--- src/rtl/mul_core_pipe.sv ---
// mul_core_pipe -- three-stage pipelined posit multiplier core.
//
// Works on decoded operand fields and hands unrounded product fields plus
// round/sticky bits to the downstream rounder/encoder.
//   S1: specials, fraction alignment, scale sum
//   S2: fraction multiply
//   S3: normalise, regime clamp, special override
// One global enable (en = !out_valid | out_ready) advances all stages at
// once, so bubbles are kept and order is preserved.
//
// Ports:
//   clk, rst                 rising-edge clock, async active-high reset
//   in_valid / in_ready      operand handshake
//   p{1,2}_is_zero/_is_nar   operand special flags
//   p{1,2}_sign/_reg_len/_k/_exp/_mant  decoded operand fields
//   out_valid / out_ready    result handshake
//   pout_*                   product fields, round/sticky and saturation flag
module mul_core_pipe #(
    parameter int N  = 8,
    parameter int ES = 0,
    parameter int S  = $clog2(N),
    parameter int EW = (ES > 0) ? ES : 1
) (
    input  logic          clk,
    input  logic          rst,
    input  logic          in_valid,
    output logic          in_ready,
    input  logic          p1_is_zero,
    input  logic          p1_is_nar,
    input  logic          p1_sign,
    input  logic [S-1:0]  p1_reg_len,
    input  logic [N-1:0]  p1_k,
    input  logic [EW-1:0] p1_exp,
    input  logic [N-1:0]  p1_mant,
    input  logic          p2_is_zero,
    input  logic          p2_is_nar,
    input  logic          p2_sign,
    input  logic [S-1:0]  p2_reg_len,
    input  logic [N-1:0]  p2_k,
    input  logic [EW-1:0] p2_exp,
    input  logic [N-1:0]  p2_mant,
    output logic          out_valid,
    input  logic          out_ready,
    output logic          pout_is_zero,
    output logic          pout_is_nar,
    output logic          pout_sign,
    output logic [N-1:0]  pout_k,
    output logic [EW-1:0] pout_exp,
    output logic [N-1:0]  pout_frac,
    output logic          pout_round,
    output logic          pout_sticky,
    output logic          pout_sat
);

    localparam int SW = N + ES + 2;
    localparam int PW = 2 * N;
    localparam logic signed [SW:0] KMAX_S = (SW+1)'(N - 2);
    localparam logic signed [SW:0] KMIN_S = -KMAX_S;

    // Place the F valid fraction bits directly under an explicit hidden 1.
    function automatic logic [N-1:0] align_frac(input logic [S-1:0] reg_len,
                                                input logic [N-1:0] mant);
        int            f;
        int            sh;
        logic [N-2:0]  m;
        f = N - 1 - int'(reg_len) - ES;
        if (f < 0) f = 0;
        sh = N - 1 - f;
        m  = (N-1)'(mant << sh);
        return {1'b1, m};
    endfunction

    function automatic logic signed [SW-1:0] calc_scale(input logic [N-1:0]  ka,
                                                        input logic [N-1:0]  kb,
                                                        input logic [EW-1:0] ea,
                                                        input logic [EW-1:0] eb);
        logic signed [SW-1:0] ksum;
        logic signed [SW-1:0] esum;
        ksum = $signed({{(SW-N){ka[N-1]}}, ka}) + $signed({{(SW-N){kb[N-1]}}, kb});
        esum = $signed({{(SW-EW){1'b0}}, ea}) + $signed({{(SW-EW){1'b0}}, eb});
        if (ES == 0) esum = '0;
        return (ksum <<< ES) + esum;
    endfunction

    logic en;
    logic v1_q, v2_q, v3_q;

    // Stage 1
    logic                 s1_nar_d, s1_zero_d, s1_sign_d;
    logic [N-1:0]         s1_f1_d, s1_f2_d;
    logic signed [SW-1:0] s1_scale_d;
    logic                 s1_nar_q, s1_zero_q, s1_sign_q;
    logic [N-1:0]         s1_f1_q, s1_f2_q;
    logic signed [SW-1:0] s1_scale_q;

    // Stage 2
    logic [PW-1:0]        s2_prod_d;
    logic                 s2_nar_q, s2_zero_q, s2_sign_q;
    logic [PW-1:0]        s2_prod_q;
    logic signed [SW-1:0] s2_scale_q;

    // Stage 3 / output
    logic [PW-2:0]        frac_full;
    logic signed [SW:0]   scale_n;
    logic signed [SW:0]   k_full;
    logic                 o_zero_d, o_nar_d, o_sign_d, o_round_d, o_sticky_d, o_sat_d;
    logic [N-1:0]         o_k_d, o_frac_d;
    logic [EW-1:0]        o_exp_d;
    logic                 o_zero_q, o_nar_q, o_sign_q, o_round_q, o_sticky_q, o_sat_q;
    logic [N-1:0]         o_k_q, o_frac_q;
    logic [EW-1:0]        o_exp_q;

    assign en        = !v3_q || out_ready;
    assign in_ready  = en;
    assign out_valid = v3_q;

    always_comb begin
        s1_nar_d   = p1_is_nar | p2_is_nar;
        s1_zero_d  = !s1_nar_d && (p1_is_zero || p2_is_zero);
        s1_sign_d  = p1_sign ^ p2_sign;
        s1_f1_d    = align_frac(p1_reg_len, p1_mant);
        s1_f2_d    = align_frac(p2_reg_len, p2_mant);
        s1_scale_d = calc_scale(p1_k, p2_k, p1_exp, p2_exp);
    end

    always_comb begin
        s2_prod_d = PW'(s1_f1_q) * PW'(s1_f2_q);
    end

    always_comb begin
        // Product of two [1,2) fractions is in [1,4): top bit set means one
        // extra power of two, otherwise shift left by one to drop the hidden bit.
        frac_full  = s2_prod_q[PW-1] ? s2_prod_q[PW-2:0] : {s2_prod_q[PW-3:0], 1'b0};
        scale_n    = $signed({s2_scale_q[SW-1], s2_scale_q}) + $signed({{SW{1'b0}}, s2_prod_q[PW-1]});
        k_full     = scale_n >>> ES;
        o_zero_d   = s2_zero_q;
        o_nar_d    = s2_nar_q;
        o_sign_d   = s2_sign_q;
        o_k_d      = k_full[N-1:0];
        o_exp_d    = (ES > 0) ? scale_n[EW-1:0] : '0;
        o_frac_d   = frac_full[PW-2 -: N];
        o_round_d  = frac_full[N-2];
        o_sticky_d = |frac_full[N-3:0];
        o_sat_d    = 1'b0;
        if (k_full > KMAX_S || k_full < KMIN_S) begin
            o_k_d      = (k_full > KMAX_S) ? KMAX_S[N-1:0] : KMIN_S[N-1:0];
            o_exp_d    = '0;
            o_frac_d   = '0;
            o_round_d  = 1'b0;
            o_sticky_d = 1'b0;
            o_sat_d    = 1'b1;
        end
        if (s2_nar_q || s2_zero_q) begin
            o_sign_d   = 1'b0;
            o_k_d      = '0;
            o_exp_d    = '0;
            o_frac_d   = '0;
            o_round_d  = 1'b0;
            o_sticky_d = 1'b0;
            o_sat_d    = 1'b0;
        end
    end

    always_ff @(posedge clk or posedge rst) begin
        if (rst) begin
            v1_q <= 1'b0;
            v2_q <= 1'b0;
            v3_q <= 1'b0;
        end else if (en) begin
            v1_q <= in_valid;
            v2_q <= v1_q;
            v3_q <= v2_q;
        end
    end

    always_ff @(posedge clk or posedge rst) begin
        if (rst) begin
            s1_nar_q   <= 1'b0;
            s1_zero_q  <= 1'b0;
            s1_sign_q  <= 1'b0;
            s1_f1_q    <= '0;
            s1_f2_q    <= '0;
            s1_scale_q <= '0;
        end else if (en && in_valid) begin
            s1_nar_q   <= s1_nar_d;
            s1_zero_q  <= s1_zero_d;
            s1_sign_q  <= s1_sign_d;
            s1_f1_q    <= s1_f1_d;
            s1_f2_q    <= s1_f2_d;
            s1_scale_q <= s1_scale_d;
        end
    end

    always_ff @(posedge clk or posedge rst) begin
        if (rst) begin
            s2_nar_q   <= 1'b0;
            s2_zero_q  <= 1'b0;
            s2_sign_q  <= 1'b0;
            s2_prod_q  <= '0;
            s2_scale_q <= '0;
        end else if (en && v1_q) begin
            s2_nar_q   <= s1_nar_q;
            s2_zero_q  <= s1_zero_q;
            s2_sign_q  <= s1_sign_q;
            s2_prod_q  <= s2_prod_d;
            s2_scale_q <= s1_scale_q;
        end
    end

    always_ff @(posedge clk or posedge rst) begin
        if (rst) begin
            o_zero_q   <= 1'b0;
            o_nar_q    <= 1'b0;
            o_sign_q   <= 1'b0;
            o_k_q      <= '0;
            o_exp_q    <= '0;
            o_frac_q   <= '0;
            o_round_q  <= 1'b0;
            o_sticky_q <= 1'b0;
            o_sat_q    <= 1'b0;
        end else if (en && v2_q) begin
            o_zero_q   <= o_zero_d;
            o_nar_q    <= o_nar_d;
            o_sign_q   <= o_sign_d;
            o_k_q      <= o_k_d;
            o_exp_q    <= o_exp_d;
            o_frac_q   <= o_frac_d;
            o_round_q  <= o_round_d;
            o_sticky_q <= o_sticky_d;
            o_sat_q    <= o_sat_d;
        end
    end

    assign pout_is_zero = o_zero_q;
    assign pout_is_nar  = o_nar_q;
    assign pout_sign    = o_sign_q;
    assign pout_k       = o_k_q;
    assign pout_exp     = o_exp_q;
    assign pout_frac    = o_frac_q;
    assign pout_round   = o_round_q;
    assign pout_sticky  = o_sticky_q;
    assign pout_sat     = o_sat_q;

endmodule

--- config.mk ---
export PLATFORM = sky130hd
export DESIGN_NAME = mul_core_pipe
export DESIGN_NICKNAME = d
export VERILOG_FILES = /design/src/rtl/mul_core_pipe.sv
export SDC_FILE = /design/constraint.sdc
export NUM_CORES = 1
export LEC_CHECK = 0
export ABC_AREA = 0
export BUFFER_PORTS_ARGS = -buffer_cell sky130_fd_sc_hd__buf_2
export CORE_UTILIZATION = 35
export CTS_CLUSTER_SIZE = 40
export DETAILED_ROUTE_END_ITERATION = 16
export GPL_TIMING_DRIVEN = 0
export HOLD_SLACK_MARGIN = 0.02
export SLEW_MARGIN = 20
export SYNTH_ARGS = -nofsm -noshare
export SYNTH_HDL_FRONTEND = slang
export SYNTH_SLANG_ARGS = --single-unit
--- constraint.sdc ---
create_clock -name clk -period 10.7 [get_ports clk]
set_input_delay 1.07 -clock clk [delete_from_list [all_inputs] [get_ports clk]]
set_output_delay 1.07 -clock clk [all_outputs]
set_load 0.01 [all_outputs]
==> run metrics, run 1 <==
Cell Area, Synth ~6100 sq um; DR pass1 iterations 4; Worst Tran Pin Value just under 700 ps; final setup skew a little under 7 ps; Yosys reg bits 80; Setup Viol. Count Final 0; Hold-fix buffers, CTS 0; Antenna Cells 0; reg-to-reg critical path endpoint s2_prod_q[14]; Setup crit end kind flip-flop; Post-synth EDFFs 0; # H-tree levels 3; DRT iter0 DRCs 202; maxcap violations 0; CTS Buffer Depth 2; min-delay src pout_frac[3]; DRC Markers 0; VDD IR-drop max between 0.0001 and 0.00015 V; register area share after synthesis about 33%; TritonCTS Buffers 9; vias in the first global route ~4.4k; Cell Pwr Density 218 nW/um^2; nets@finish approximately 820; worst reg-to-reg path cell count 16; initial antenna violation count 0; Die H approximately 130 um; Overflow after GRT 0; Hold Fails Final Rpt 0; reg2reg start s1_f1_q[7]; area occupied by multi-input gates between 3000 and 4000 sq um; first-pass GRT wire length around 22 mm; Placer Congestion between 0.7 and 0.8; postcts setup bufs 0; Syn Inst Count 614; Worst R2R Setup Slack slightly below 6000 ps; row count 47; Final Cycle Share 45.0%; fraction of layout cells with a size suffix above 1 18.2%; fmax approximately 210 MHz; WP data required about 11000 ps; Detailed Route WL roughly 12 mm; Power Total between 1.5 and 2 mW; TritonCTS clock tree built; status completed; Die ar. between 15000 and 20000 sq um; P_leak around 3.5 nW; hold depth 2; Syn Nets roughly 750; antenna-violating nets left 0; Hold Path Sink pout_frac[3]; Area Overhead vs Synth 16.0%; vias per cell approximately 4.9; root buffer cell clkbuf_16; Clock Sinks 80; setup_tns 0 ps; Hold Crit Class flip-flop to flip-flop; HPWL Detailed around 10 mm; Synth warnings 0; sequential cell area approximately 2000 sq um; Synth Flop Type dfrtp_1; RSZ-0062 raised after global routing no; core area about 17000 sq um; Syn Area/Cell 9.86 sq um; filler instances approximately 1.7k; most common cell after layout, fill and taps aside dfrtp_1; routed length per placed instance roughly 14 um; most frequent cells in the layout 80 x dfrtp_1, 69 x nand2_1, 69 x buf_2; Reg clk slew, reported paths roughly 60 ps; Critical Path Fanout Max 10; PostCTS Resize Cnt 0; clock latency on the worst-skew pair approximately 340 ps; Initial Util between 30% and 40%; die width around 130 um; largest net degree at the start of global routing 58; Final Max Tran Viols 0; GRT Resource Usage Total around 15%; post-layout min period about 4800 ps; crit path DAT 5020 ps; unique cell type count in the Yosys netlist 52; kind of critical path flip-flop to flip-flop; io pins 75; max_slew headroom 53.7%; CP Launch Type flip-flop; PortBufs between 60 and 70; ys async rst share 100%; via count about 4.5k
[per-layer routing]
layer / track usage (%) / up-vias / wire length [um]
met5: 0 / - / 0
met4: 4.61 / 0 / 155
met3: 3.08 / 13 / 539
met2: 24.1 / 104 / 5560
met1: 20.9 / 2108 / 6210
li1: - / 2231 / -
[power breakdown]
part | switching (mW) | leakage, nW | internal [mW] | total, mW
combinational | 0.383 | 2.31 | 0.317 | 0.700
clock | 0.119 | 0.162 | 0.227 | 0.346
sequential | 0.0887 | 1.02 | 0.393 | 0.482
total | 0.591 | 3.49 | 0.936 | 1.53
[Yosys cell counts, types with 10 or more instances]
| library cell | number | area (sq um) |
|---|---|---|
| a21oi_1 | 20 | 100 |
| and2_1 | 55 | 344 |
| clkbuf_1 | 18 | 67.6 |
| dfrtp_1 | 80 | 2000 |
| fa_1 | 37 | 741 |
| ha_1 | 46 | 576 |
| inv_1 | 63 | 236 |
| mux2_2 | 20 | 225 |
| mux2i_1 | 19 | 190 |
| nand2_1 | 69 | 259 |
| nor2_1 | 14 | 52.6 |
| o21ai_0 | 46 | 230 |
| o21ai_2 | 10 | 87.6 |
| xnor2_1 | 10 | 87.6 |
[metrics by stage]
stage               instance area [sq um]  hold WS, ps  util [%]  cells  worst slack (ps)
floorplan                            6050          436         -    614              6360
global route                         7020          498      41.9    916              5630
finish                               7020          469      41.9    916              5890
global placement                     6650          459      39.7    899              5970
CTS                                  7020          475      41.9    916              5870
detailed placement                   6680          462      39.9    900              5880
[worst max-delay path by stage]
stage	startpoint	to	slack [ps]	cells after the start
2_1_floorplan	s1_f1_q[7]	s2_prod_q[14]	6360	16
3_3_place_gp	s1_f1_q[7]	s2_prod_q[14]	5970	16
3_5_place_dp	s1_f1_q[7]	s2_prod_q[14]	5880	16
4_1_cts	s1_f1_q[7]	s2_prod_q[14]	5870	16
5_1_grt	s1_f1_q[7]	s2_prod_q[14]	5630	16
6_report	s1_f1_q[7]	s2_prod_q[14]	5890	16
[worst max-delay path, cell delays in order (launching register included)]
cell and delay [ps]:
dfrtp_1 470, clkbuf_1 350, nand2_1 140, fa_1 520, fa_1 540, inv_1 50, fa_1 530, inv_1 50
fa_1 530, inv_1 40, ha_1 360, nand3_1 100, o211ai_1 310, o2111ai_1 200, o21bai_1 180, mux2i_1 200
o21ai_0 90
[state kept, by name, summed over array words and instances, names as in the netlist, 7 cells and up]
name,count
pout_k,8
s2_prod_q,16
s1_scale_q,9
pout_frac,8
s1_f1_q,8
s2_scale_q,9
s1_f2_q,7
[kinds of logic (layout without fill, tap and decap cells)]
| group | Yosys count | after routing | share of synthesized area, % |
|---|---|---|---|
| other | 1 | 1 | 0.0619 |
| XOR/XNOR | 19 | 19 | 2.75 |
| buffers and inverters | 87 | 169 | 5.66 |
| AO/OA/AOI/OAI | 128 | 128 | 13.8 |
| flip-flops | 80 | 80 | 33.1 |
| AND/OR/NAND/NOR | 173 | 173 | 14.6 |
| multiplexers | 43 | 43 | 8.35 |
| adder cells (fa/ha/maj) | 83 | 83 | 21.7 |
[cell type report]
type	count	area share [%]
sequential	80	28.5
clock buffer	10	3.26
clock inverter	6	1.53
inverter	63	3.40
multi-input combinational	447	52.8
tap	220	3.92
buffer	24	1.51
timing repair buffer	66	5.03
Note: power is estimated with default switching activity, not from simulation.
==> run 2, diff against run 1 <==
- clock period: 10.7 -> 4.46 ns (I/O delays scaled with it)
==> run metrics, run 2 (same netlist as run 1, synthesis figures left out) <==
Antenna Cells 0 (unchanged); final design utilization 42.5% (was 41.9%); Overflow after GRT 0 (unchanged); WP data required 4670 ps (was 10910 ps); DRC Markers 0 (unchanged); Die H 134 um (unchanged); Met2 Wirelength 5.62 mm (was 5.56 mm); Largest regs s2_prod_q x16, s1_scale_q x9, s2_scale_q x9 (unchanged); GRT Resource Usage Total 15.3% (was 15.2%); Seq pwr share 30.9% (was 31.5%); HPWL Detailed 10.1 mm (unchanged); TritonCTS Buffers 9 (unchanged); reg2reg start s1_f1_q[7] (unchanged); max_slew headroom 53.8% (was 53.7%); kind of critical path flip-flop to flip-flop (unchanged); DR pass1 iterations 4 (unchanged); reg-to-reg critical path endpoint s2_prod_q[14] (unchanged); Worst Tran Pin Value 694 ps (about the same); antenna-violating nets left 0 (unchanged); most frequent cells in the layout 71 x dfrtp_1, 69 x nand2_1, 69 x buf_2 (was 80 x dfrtp_1, 69 x nand2_1, 69 x buf_2); Clock Sinks 80 (unchanged); Setup crit end kind flip-flop (unchanged); via count 4466 (was 4456); CP Launch Type flip-flop (unchanged); Initial Util 36.1% (unchanged); Hold Fails Final Rpt 0 (unchanged); clock latency on the worst-skew pair 340 ps (about the same); Hold Crit Class primary input to async pin (was flip-flop to flip-flop); core area 16800 sq um (unchanged); Setup Viol. Count Final 0 (unchanged); DRT iter0 DRCs 214 (was 202); Final Cycle Share 95.9% (was 45.0%); nets@finish 828 (was 824); # H-tree levels 3 (unchanged); filler instances 1651 (was 1657); vias per cell 4.85 (was 4.86); vias in the first global route 4464 (was 4434); Cell Int Power 2.29 mW (was 0.936 mW); Top reg by flops s2_prod_q (unchanged); Reg clk slew, reported paths 60 ps (about the same); first-pass GRT wire length 21.7 mm (was 21.6 mm); worst hold slack 67.8 ps (was 469 ps); Power Total 3.74 mW (was 1.53 mW); final setup skew 6.37 ps (was 6.82 ps); Detailed Route WL 12.6 mm (was 12.5 mm); maxcap violations 0 (unchanged); Sw Share 38.8% (was 38.7%); Die ar. 17800 sq um (unchanged); most common cell after layout, fill and taps aside dfrtp_1 (unchanged); initial antenna violation count 0 (unchanged); routed length per placed instance 13.7 um (was 13.6 um); PortBufs 65 (unchanged); Final Max Tran Viols 0 (unchanged); fmax 234 MHz (was 208 MHz); crit path DAT 4480 ps (was 5020 ps); fraction of layout cells with a size suffix above 1 21.1% (was 18.2%); RSZ-0062 raised after global routing no (unchanged); CTS Buffer Depth 2 (unchanged); VDD IR-drop max 0.000261 V (was 0.000107 V); Cell Pwr Density 525 nW/um^2 (was 218 nW/um^2); Worst R2R Setup Slack 180 ps (was 5890 ps); Critical Path Fanout Max 6 (was 10); Placer Congestion 0.800 (unchanged); row count 47 (unchanged); P_leak 3.50 nW (was 3.49 nW); top routing layer in use met4 (unchanged); Clock power frac 22.2% (was 22.7%); die width 134 um (unchanged); io pins 75 (unchanged); setup_tns 0 ps (unchanged); TritonCTS clock tree built (unchanged); Metal-1 WL 6.32 mm (was 6.21 mm); worst reg-to-reg path cell count 15 (was 16); met3 WL post-DR 511 um (was 539 um); post-layout min period 4280 ps (was 4810 ps); Comb pwr share 46.9% (was 45.8%); root buffer cell clkbuf_16 (unchanged); Area Overhead vs Synth 17.6% (was 16.0%); max reg flops 16 (unchanged); largest net degree at the start of global routing 58 (unchanged); status completed (unchanged); Sw Pwr 1.45 mW (was 0.591 mW)
## run 2: cell type report
| cell class | count | area [sq um] | area share [%] |
|---|---|---|---|
| clock buffer | 10 | 229 | 3.22 |
| multi-input combinational | 447 | 3760 | 52.8 |
| buffer | 24 | 110 | 1.55 |
| tap | 220 | 275 | 3.87 |
| timing repair buffer | 70 | 383 | 5.38 |
| clock inverter | 6 | 108 | 1.51 |
| sequential | 80 | 2010 | 28.3 |
| inverter | 63 | 239 | 3.36 |
## run 2: worst max path at each step
stage / startpoint / endpoint / slack, ps / cells after the start
floorplan: s1_f1_q[7] / s2_prod_q[14] / 120 / 16
global placement: s1_f1_q[7] / s2_prod_q[14] / -270 / 16
detailed placement: s1_f1_q[7] / s2_prod_q[14] / -360 / 16
CTS: s1_f1_q[0] / s2_prod_q[14] / 10 / 15
global route: s1_f1_q[4] / s2_prod_q[14] / 8 / 15
finish: s1_f1_q[7] / s2_prod_q[14] / 180 / 15
## run 2: what timing repair did
action,CTS,global route
gates resized for setup,3,19
endpoints found under the hold margin,0,0
gates cloned,0,0
hold buffers,0,0
setup endpoints to repair,6,6
setup buffers,2,2
pin swaps,1,6
## run 2: stage by stage
step / worst slack [ps] / instances / instance area, sq um
after floorplan: 124 / 614 / 6050
after global placement: -269 / 899 / 6650
after detailed placement: -358 / 900 / 6680
after CTS: 13.6 / 918 / 7040
after global routing: 7.80 / 920 / 7120
final: 183 / 920 / 7120
## run 2: critical path: stages, from the launching register on
cell	delay, ps
dfrtp_2	410
buf_4	160
and2_1	170
fa_1	520
fa_1	520
fa_1	540
inv_1	50
fa_1	530
inv_1	40
ha_2	360
o21ai_0	110
nand2b_1	80
o2111ai_1	140
o21bai_1	200
mux2i_1	210
o21ai_0	90
## run 2: power groups by stage
stage          Sequential, mW  Combinational [mW]  Clock [mW]
3_5_place_dp             1.17                1.67           0
3_3_place_gp             1.15                1.63           0
5_1_grt                  1.19                2.01       0.877
2_1_floorplan            1.10                1.30           0
6_report                 1.16                1.75       0.830
4_1_cts                  1.16                1.69       0.848
## run 2: layer usage
layer / vias to the layer above / global-route usage, %
li1: 2242 / -
met1: 2117 / 21.0
met2: 94 / 24.3
met3: 13 / 3.08
met4: 0 / 4.61
met5: - / 0
==> run 3, diff against run 2 <==
- ABC_AREA: 0 -> unset
- RECOVER_POWER: unset -> 50
==> run metrics, run 3 (same netlist as run 1, synthesis figures left out) <==
status finished, violations left (was completed); failing checks max-capacitance violations, max-slew violations; max_slew headroom -71.4% (was 53.8%); met3 Use GR 3.08% (unchanged); most frequent cells in the layout 71 x dfrtp_1, 69 x nand2_1, 62 x inv_1 (was 71 x dfrtp_1, 69 x nand2_1, 69 x buf_2); most frequent CP cell fa_1 (unchanged); io pins 75 (unchanged); GRT Resource Usage Total 15.3% (unchanged); Cell Pwr Density 526 nW/um^2 (was 525 nW/um^2); CP delay by family, top adder cells (unchanged); Antenna Cells 0 (unchanged); sequential cell area 2010 sq um (unchanged); core area 16800 sq um (unchanged); crit path DAT 4480 ps (about the same); dpl cells 900 (unchanged); reg-to-reg critical path endpoint s2_prod_q[14] (unchanged); Detailed Route WL 12.6 mm (about the same); DR pass1 iterations 4 (unchanged); routed length per placed instance 13.7 um (about the same); Reg clk slew, reported paths 60 ps (about the same); vias in the first global route 4464 (unchanged); maxcap violations 1 (was 0); grt peak-use layer met2 (unchanged); Hold Crit Class primary input to async pin (unchanged); filler instances 1662 (was 1651); root buffer cell clkbuf_16 (unchanged); reg2reg start s1_f1_q[7] (unchanged); DRC Markers 0 (unchanged); Overflow after GRT 0 (unchanged); PortBufs 65 (unchanged); start point of the critical path s1_f1_q[7] (unchanged); final non-filler cell total 920 (unchanged); first-pass GRT wire length 21.7 mm (unchanged); Clock Sinks 80 (unchanged); largest stage delay on the critical path 540 ps (about the same); TritonCTS clock tree built (unchanged); VDD IR-drop max 0.000261 V (about the same); vias per cell 4.85 (unchanged); Sw Pwr 1.45 mW (about the same); Top reg by flops s2_prod_q (unchanged); final design utilization 42.3% (was 42.5%); via count 4466 (unchanged); most common cell after layout, fill and taps aside dfrtp_1 (unchanged); crit-path cells buf_4, and2_1, fa_1, fa_1, fa_1, inv_1, fa_1, inv_1, ha_2, o21ai_0, nand2b_1, o2111ai_1, o21bai_1, mux2i_1, o21ai_0 (unchanged); Hold-fix buffers, CTS 0 (unchanged); Area Overhead vs Synth 17.1% (was 17.6%); Setup crit end kind flip-flop (unchanged); TritonCTS Buffers 9 (unchanged); Die ar. 17800 sq um (unchanged); fraction of layout cells with a size suffix above 1 19.6% (was 21.1%); DRT iter0 DRCs 194 (was 214); Die H 134 um (unchanged); setup ws final 183 ps (about the same); Placer Congestion 0.800 (unchanged); WP data required 4670 ps (about the same); max reg flops 16 (unchanged); die width 134 um (unchanged); Worst R2R Setup Slack 180 ps (about the same); Post-Place Worst Slack -358 ps (unchanged); worst reg-to-reg path cell count 15 (unchanged); fmax 234 MHz (about the same); CP endpoint s2_prod_q[14] (unchanged); final setup skew 6.37 ps (unchanged); met2 usage in global routing 24.3% (unchanged); Comb pwr share 46.7% (was 46.9%); Critical path buffers and inverters 3 (unchanged); kind of critical path flip-flop to flip-flop (unchanged); Worst path depth 15 (unchanged); Worst Tran Pin Value 2570 ps (was 694 ps); Cell Int Power 2.28 mW (was 2.29 mW); CP Launch Type flip-flop (unchanged); Clock power frac 22.2% (about the same); row count 47 (unchanged); initial antenna violation count 0 (unchanged); post-layout min period 4280 ps (about the same); CTS Buffer Depth 2 (unchanged); RSZ-0062 raised after global routing no (unchanged); Sw Share 38.8% (about the same); Seq pwr share 31.0% (was 30.9%); CP max-delay cell fa_1 (unchanged); Largest regs s2_prod_q x16, s1_scale_q x9, s2_scale_q x9 (unchanged); Final Cycle Share 95.9% (about the same); Final Max Tran Viols 58 (was 0); Hold Fails Final Rpt 0 (unchanged); Critical Path Fanout Max 6 (unchanged); P_leak 3.45 nW (was 3.50 nW); clock latency on the worst-skew pair 340 ps (about the same); Initial Util 36.1% (unchanged); area occupied by multi-input gates 3760 sq um (unchanged); HPWL Detailed 10.1 mm (unchanged); Setup Viol. Count Final 0 (unchanged); largest net degree at the start of global routing 58 (unchanged); nets@finish 828 (unchanged); # H-tree levels 3 (unchanged); antenna-violating nets left 0 (unchanged); met1 Use GR 21.0% (unchanged)
run 3: how the worst min path moves through the flow:
stage                         start      endpoint  slack [ps]
after floorplan                v2_q     out_valid         440
after global placement    pout_k[7]     pout_k[7]         460
after detailed placement        rst  pout_frac[6]         430
after global routing            rst  pout_frac[6]         340
after CTS                       rst  pout_frac[6]          60
final                           rst  pout_frac[6]         270
run 3: repair_timing:
item                                    CTS  global route
cloned                                    0             0
setup buffers                             2             2
resized for setup                         3            19
endpoints found under the hold margin     0             0
endpoints found under the setup margin    6             6
pin swaps                                 1             6
run 3: routing by layer:
layer,vias up,routed length [um]
met5,-,0
met4,0,155
met3,13,531
met2,97,5620
met1,2113,6290
li1,2243,-
run 3: power by group through the flow:
stage / clock, mW / sequential, mW / combinational (mW)
floorplan: 0 / 1.10 / 1.30
global route: 0.877 / 1.19 / 2.01
global placement: 0 / 1.15 / 1.63
detailed placement: 0 / 1.17 / 1.67
finish: 0.829 / 1.16 / 1.74
CTS: 0.848 / 1.16 / 1.69
run 3: metrics by stage:
stage / TNS (ps) / power (mW) / area [sq um] / hold slack (ps)
5_1_grt: 0 / 4.08 / 7090 / 342
3_5_place_dp: -945 / 2.84 / 6680 / 434
2_1_floorplan: 0 / 2.40 / 6050 / 436
3_3_place_gp: -537 / 2.79 / 6650 / 459
4_1_cts: 0 / 3.70 / 7040 / 64.1
6_report: 0 / 3.73 / 7090 / 275
run 3: final cells by class:
type	count	share of cell area, %
inverters	63	3.35
well taps	220	3.88
flip-flops and latches	80	28.4
plain buffers	24	1.55
multi-input cells	447	53.1
clock buffers	10	3.23
repair buffers	70	4.98
clock inverters	6	1.52
